$ cat src/rtl/multi_pulse_generator.sv
// ---------------------------------------------------------------------------
// multi_pulse_generator
//
// Purpose: CHANNELS independent pulse generators. Each channel runs either
// free-running (periodic) or for a counted burst of pulses, emitting a
// one-cycle registered pulse every latched_ticks cycles while in RUN.
//
// Ports:
//   clk        system clock, all state updates on rising edge
//   rst        asynchronous active-low reset
//   ena        per-channel enable (dropping it aborts a running channel)
//   mode       per-channel mode: 0 = periodic, 1 = burst
//   start      per-channel burst trigger (burst mode, IDLE only)
//   ticks      per-channel period, channel c at [c*N +: N]
//   burst_len  per-channel pulse count, channel c at [c*M +: M]
//   out        per-channel one-cycle pulse
//   busy       per-channel high while in RUN
//   done       per-channel one-cycle burst-completion pulse
//
// Channel FSM:
//   state   | meaning
//   --------+--------------------------------------------------------
//   ST_IDLE | waiting for enable (+ start in burst mode), outputs low
//   ST_RUN  | period counter running, pulse emitted at each wrap
// ---------------------------------------------------------------------------
module multi_pulse_generator #(
    parameter int N        = 8,
    parameter int CHANNELS = 4,
    parameter int M        = 4
) (
    input  logic                  clk,
    input  logic                  rst,
    input  logic [CHANNELS-1:0]   ena,
    input  logic [CHANNELS-1:0]   mode,
    input  logic [CHANNELS-1:0]   start,
    input  logic [CHANNELS*N-1:0] ticks,
    input  logic [CHANNELS*M-1:0] burst_len,
    output logic [CHANNELS-1:0]   out,
    output logic [CHANNELS-1:0]   busy,
    output logic [CHANNELS-1:0]   done
);

    typedef enum logic {
        ST_IDLE = 1'b0,
        ST_RUN  = 1'b1
    } state_t;

    for (genvar c = 0; c < CHANNELS; c++) begin : g_ch
        state_t         state_q, state_d;
        logic           mode_q, mode_d;
        logic [N-1:0]   tick_lat_q, tick_lat_d;
        logic [N-1:0]   per_cnt_q, per_cnt_d;
        logic [M-1:0]   len_lat_q, len_lat_d;
        logic [M-1:0]   pls_cnt_q, pls_cnt_d;
        logic           out_q, out_d;
        logic           done_q, done_d;

        logic [N-1:0]   ticks_c;
        logic [M-1:0]   len_c;
        logic           wrap;
        logic           last_pulse;

        assign ticks_c    = ticks[c*N +: N];
        assign len_c      = burst_len[c*M +: M];
        assign wrap       = (per_cnt_q == (tick_lat_q - N'(1)));
        assign last_pulse = mode_q && ((pls_cnt_q + M'(1)) == len_lat_q);

        always_ff @(posedge clk or negedge rst) begin
            if (!rst) begin
                state_q    <= ST_IDLE;
                mode_q     <= 1'b0;
                tick_lat_q <= '0;
                per_cnt_q  <= '0;
                len_lat_q  <= '0;
                pls_cnt_q  <= '0;
                out_q      <= 1'b0;
                done_q     <= 1'b0;
            end else begin
                state_q    <= state_d;
                mode_q     <= mode_d;
                tick_lat_q <= tick_lat_d;
                per_cnt_q  <= per_cnt_d;
                len_lat_q  <= len_lat_d;
                pls_cnt_q  <= pls_cnt_d;
                out_q      <= out_d;
                done_q     <= done_d;
            end
        end

        always_comb begin
            state_d    = state_q;
            mode_d     = mode_q;
            tick_lat_d = tick_lat_q;
            per_cnt_d  = per_cnt_q;
            len_lat_d  = len_lat_q;
            pls_cnt_d  = pls_cnt_q;
            out_d      = 1'b0;
            done_d     = 1'b0;

            case (state_q)
                ST_IDLE: begin
                    // start is only meaningful for burst mode; periodic
                    // channels launch on enable alone.
                    if (ena[c] && (ticks_c != '0) &&
                        (!mode[c] || (start[c] && (len_c != '0)))) begin
                        state_d    = ST_RUN;
                        mode_d     = mode[c];
                        tick_lat_d = ticks_c;
                        len_lat_d  = len_c;
                        per_cnt_d  = '0;
                        pls_cnt_d  = '0;
                    end
                end
                ST_RUN: begin
                    if (!ena[c]) begin
                        // Abort has priority over a coincident wrap.
                        state_d   = ST_IDLE;
                        per_cnt_d = '0;
                        pls_cnt_d = '0;
                    end else if (wrap) begin
                        per_cnt_d  = '0;
                        out_d      = 1'b1;
                        tick_lat_d = ticks_c;
                        pls_cnt_d  = pls_cnt_q + M'(1);
                        if (last_pulse) begin
                            state_d   = ST_IDLE;
                            done_d    = 1'b1;
                            pls_cnt_d = '0;
                        end else if (ticks_c == '0) begin
                            // A zero period cannot be counted; stop quietly.
                            state_d   = ST_IDLE;
                            pls_cnt_d = '0;
                        end
                    end else begin
                        per_cnt_d = per_cnt_q + N'(1);
                    end
                end
            endcase
        end

        assign out[c]  = out_q;
        assign done[c] = done_q;
        assign busy[c] = (state_q == ST_RUN);
    end

endmodule

$ cat config.mk
export PLATFORM = sky130hd
export DESIGN_NAME = multi_pulse_generator
export DESIGN_NICKNAME = d
export VERILOG_FILES = /design/src/rtl/multi_pulse_generator.sv
export SDC_FILE = /design/constraint.sdc
export NUM_CORES = 1
export LEC_CHECK = 0
export CELL_PAD_IN_SITES_DETAIL_PLACEMENT = 1
export CELL_PAD_IN_SITES_GLOBAL_PLACEMENT = 1
export CORE_ASPECT_RATIO = 0.75
export CORE_MARGIN = 4
export CORE_UTILIZATION = 48
export CTS_CLUSTER_DIAMETER = 40
export DETAILED_ROUTE_END_ITERATION = 8
export PLACE_DENSITY_LB_ADDON = 0.2
export RECOVER_POWER = 50
export SLEW_MARGIN = 20
export SYNTH_ARGS = -nofsm -noshare
export SYNTH_HDL_FRONTEND = slang
export SYNTH_SLANG_ARGS = --single-unit
$ cat constraint.sdc
create_clock -name clk -period 8.6 [get_ports clk]
set_input_delay 2.58 -clock clk [delete_from_list [all_inputs] [get_ports clk]]
set_output_delay 2.58 -clock clk [all_outputs]
set_load 0.02 [all_outputs]
==> flow_summary_export.csv <==
group,metric,value,unit
run_status,violations,"capacitance limit, slew limit",
sta,final_period_minus_worst_setup_slack,5500,ps
cells_and_area,antennaDiodeCount,0,
critical_path,slowest_delay,2450,ps
power_and_ir_drop,static-leakage-power,3.08,nW
floorplan,die_area,0.0152,mm^2
floorplan,io-pin-count,74,
sta,slew_violations,64,
critical_path,cp_cell_sequence,"clkbuf_1 > buf_4",
route,detailedRoute.firstIterationViolations,262,
critical_path,critical-path-slowest-cell,"clkbuf_1",
critical_path,timing_worst_setup_path_type,"in2async",
min_path,timing.hold.worst.class,"reg2reg",
floorplan,row_count,36,
sta,tightest_slew,3550,ps
sta,final_hold_viol_count,0,
cells_and_area,layout_commonest_cell,"dfrtp_1",
global_route,grt_pass1_vias,5394,
critical_path,critical_path_fanouts_max,63,
synthesis,yosys_warn_count,0,
route,post_dr_wirelength_cell,18.9,um
floorplan,placeableCoreArea,0.0130,mm^2
flow_run,maxCapViolations,1,
synthesis,seq_area_frac_synth,43.9,%
sta,setup_viol,0,
route,wl,16100,um
placement,post-dp-hpwl,12300,um
synthesis,synth_top_family_by_area,"simple AND/OR/NAND/NOR gates",
clock_tree,clock_sink_count,112,
global_route,grt-ovfl-total,0,
global_route,grt_first_pass_wirelength,27400,um
sta,finClkSkew,6.25,ps
placement,io_buffers,73,
synthesis,synth.distinct_cells,74,
floorplan,die_outline_height,108,um
clock_tree,post_cts_resize_count,0,
power_and_ir_drop,power.density_cell_area,247,mW/mm^2
clock_tree,worstSkewPairLatency,350,ps
sta,fin_crit_sh,64.0,%
clock_tree,post-cts-setup-buffers,0,
cells_and_area,flow.area_growth_from_synthesis,16.9,%
synthesis,postSynth.asyncResetShare,100,%
clock_tree,cts_hold_repair.buffers,0,
route,detailedRoute.firstPassIterationCount,4,
sta,fmax,182,MHz
floorplan,starting_utilization_of_the_core_area,49.1,%
placement,gp_routability_congestion,0.831,
critical_path,critical_path_buf_inv_count,2,
synthesis,yosys_register_bits,112,
synthesis,synth_nets,692,
synthesis,post_synth_mux_area_share,9.37,%
clock_tree,cts_root_buffer,"clkbuf_16",
run_status,outcome,"finished, violations left",
synthesis,syn_inst,618,
sta,relSlewSlack,-137,%
cells_and_area,drive_above_1_share,11.4,%
route,antenna_violating_nets_post_route,0,
synthesis,area_share_of_xor_xnor_cells_in_the_synthesized_design,10.7,%
critical_path,cpLargestDelayFamily,"buffers and inverters",
global_route,grt_start_max_net_pins,64,
global_route,antenna_violations_before_repair,0,
sta,grt_setup_unrepaired,"false",
synthesis,fraction_of_the_mapped_netlist_area_in_compound_gates,11.9,%
synthesis,yosys.area_share.simple,18.1,%
critical_path,cp.arrival,5940,ps
clock_tree,cts_tree,"yes",
placement,post-place-ws,3510,ps
cells_and_area,commonest_non_fill_non_tap_cells_in_the_layout,"dfrtp_1 (112), clkdlybuf4s50_1 (68), mux2_2 (46)",
cells_and_area,nFillCells,1411,
synthesis,avgSynthCellArea,10.3,um^2
critical_path,crit_path_start_kind,"input pin",
synthesis,synth_flop_cell,"dfrtp_1",
critical_path,critical_path_required,9040,ps
global_route,groute.usage.overall,22.4,%
synthesis,synth_edf_count,0,
synthesis,syn-cell-area,0.00639,mm^2
floorplan,die_w,141,um
route,via_per_inst,5.82,
sta,post-route-worst-setup-slack,3100,ps
route,route.vias.total,4973,
power_and_ir_drop,p_total,0.00185,W
clock_tree,cts.htree.levels,3,
sta,totalNegativeSetupSlack,0,ps
clock_tree,clk_pin_slew,70,ps
critical_path,end_kind,"async pin",
route,drc,0,
power_and_ir_drop,irDropWorstVdd,0.147,mV
cells_and_area,finalNetCount,752,
clock_tree,cts_max_path_buffers,2,
synthesis,share_of_synthesized_cell_area_in_full_adder_half_adder_and_majority_cells,2.35,%
clock_tree,cts_bufs_inserted,9,
path summary, 6_finish.rpt:
| kind | slack [ps] | cells past startpoint | start | to |
|---|---|---|---|---|
| hold / removal | 510 | 2 | g_ch[0].len_lat_q[3]$_DFFE_PN0P_ | g_ch[0].len_lat_q[3]$_DFFE_PN0P_ |
| setup reg to reg | 5470 | 8 | g_ch[2].tick_lat_q[0]$_DFFE_PN0P_ | g_ch[2].tick_lat_q[7]$_DFFE_PN0P_ |
| min in group asynchronous | 3420 | 1 | rst | g_ch[3].tick_lat_q[7]$_DFFE_PN0P_ |
| hold reg to reg | 510 | 2 | g_ch[0].len_lat_q[3]$_DFFE_PN0P_ | g_ch[0].len_lat_q[3]$_DFFE_PN0P_ |
| setup / recovery | 3100 | 2 | rst | g_ch[1].tick_lat_q[1]$_DFFE_PN0P_ |
| max in group clk | 3880 | 6 | ticks[24] | g_ch[3].tick_lat_q[7]$_DFFE_PN0P_ |
cell families (layout without fill, tap and decap cells):
family / Yosys count / count (layout)
muxes: 53 / 53
AOI/OAI and AO/OA: 97 / 97
adders and majority gates: 12 / 12
and+or+nand+nor: 217 / 217
DFF: 112 / 112
xor gates and xnor gates: 78 / 78
buffers and inverters: 49 / 114
per-stage QoR:
step | util, % | area (um^2) | hold slack, ps | std cells
finish | 57.4 | 7470 | 512 | 854
detailed placement | 55.3 | 7200 | 488 | 838
global route | 57.4 | 7470 | 544 | 854
global placement | 55.3 | 7200 | 475 | 838
floorplan | - | 6390 | 445 | 618
CTS | 57.4 | 7480 | 516 | 854
cell type report:
cell class / count / area, um^2 / share of cell area [%]
inverters: 23 / 86.3 / 1.16
well taps: 171 / 214 / 2.86
repair buffers: 75 / 739 / 9.90
multi-input cells: 457 / 3340 / 44.8
clock buffers: 13 / 240 / 3.22
clock inverters: 3 / 42.5 / 0.570
flip-flops and latches: 112 / 2800 / 37.5
power by group:
| part | switching [W] | total (W) | internal [W] |
|---|---|---|---|
| Combinational | 0.000300 | 0.000612 | 0.000311 |
| Clock | 0.000186 | 0.000413 | 0.000226 |
| Sequential | 0.000174 | 0.000823 | 0.000649 |
| Total | 0.000660 | 0.00185 | 0.00119 |
flip-flops by register name, indices dropped and copies added (netlist names):
signal,flops
g_ch.len_lat_q,16
g_ch.state_q,4
g_ch.out_q,4
g_ch.pls_cnt_q,16
g_ch.tick_lat_q,32
g_ch.mode_q,4
g_ch.done_q,4
g_ch.per_cnt_q,32
cells in the mapped netlist (6+ instances only):
master	instances	area (um^2)
dfrtp_1	112	2800
mux2_2	46	518
nand2_1	44	165
xnor2_1	44	385
nor2_1	41	154
xor2_1	34	298
inv_1	23	86.3
nand3_1	23	115
nor3_1	18	90.1
buf_4	13	97.6
a21oi_1	12	60.1
ha_1	12	150
nor4_1	12	75.1
o21ai_0	12	60.1
clkbuf_1	10	37.5
nand4_1	10	62.6
and3_1	9	56.3
nor2b_1	9	56.3
o31ai_1	8	60.1
nand2b_1	7	43.8
o2111ai_1	6	52.6
or3_1	6	37.5
per-layer routing:
layer	track usage (%)	wire length (um)
met5	0	0
met4	4.70	182
met2	36.6	7920
met1	30.4	7570
met3	5.28	472
No activity file was read; power rests on OpenSTA's default activity.
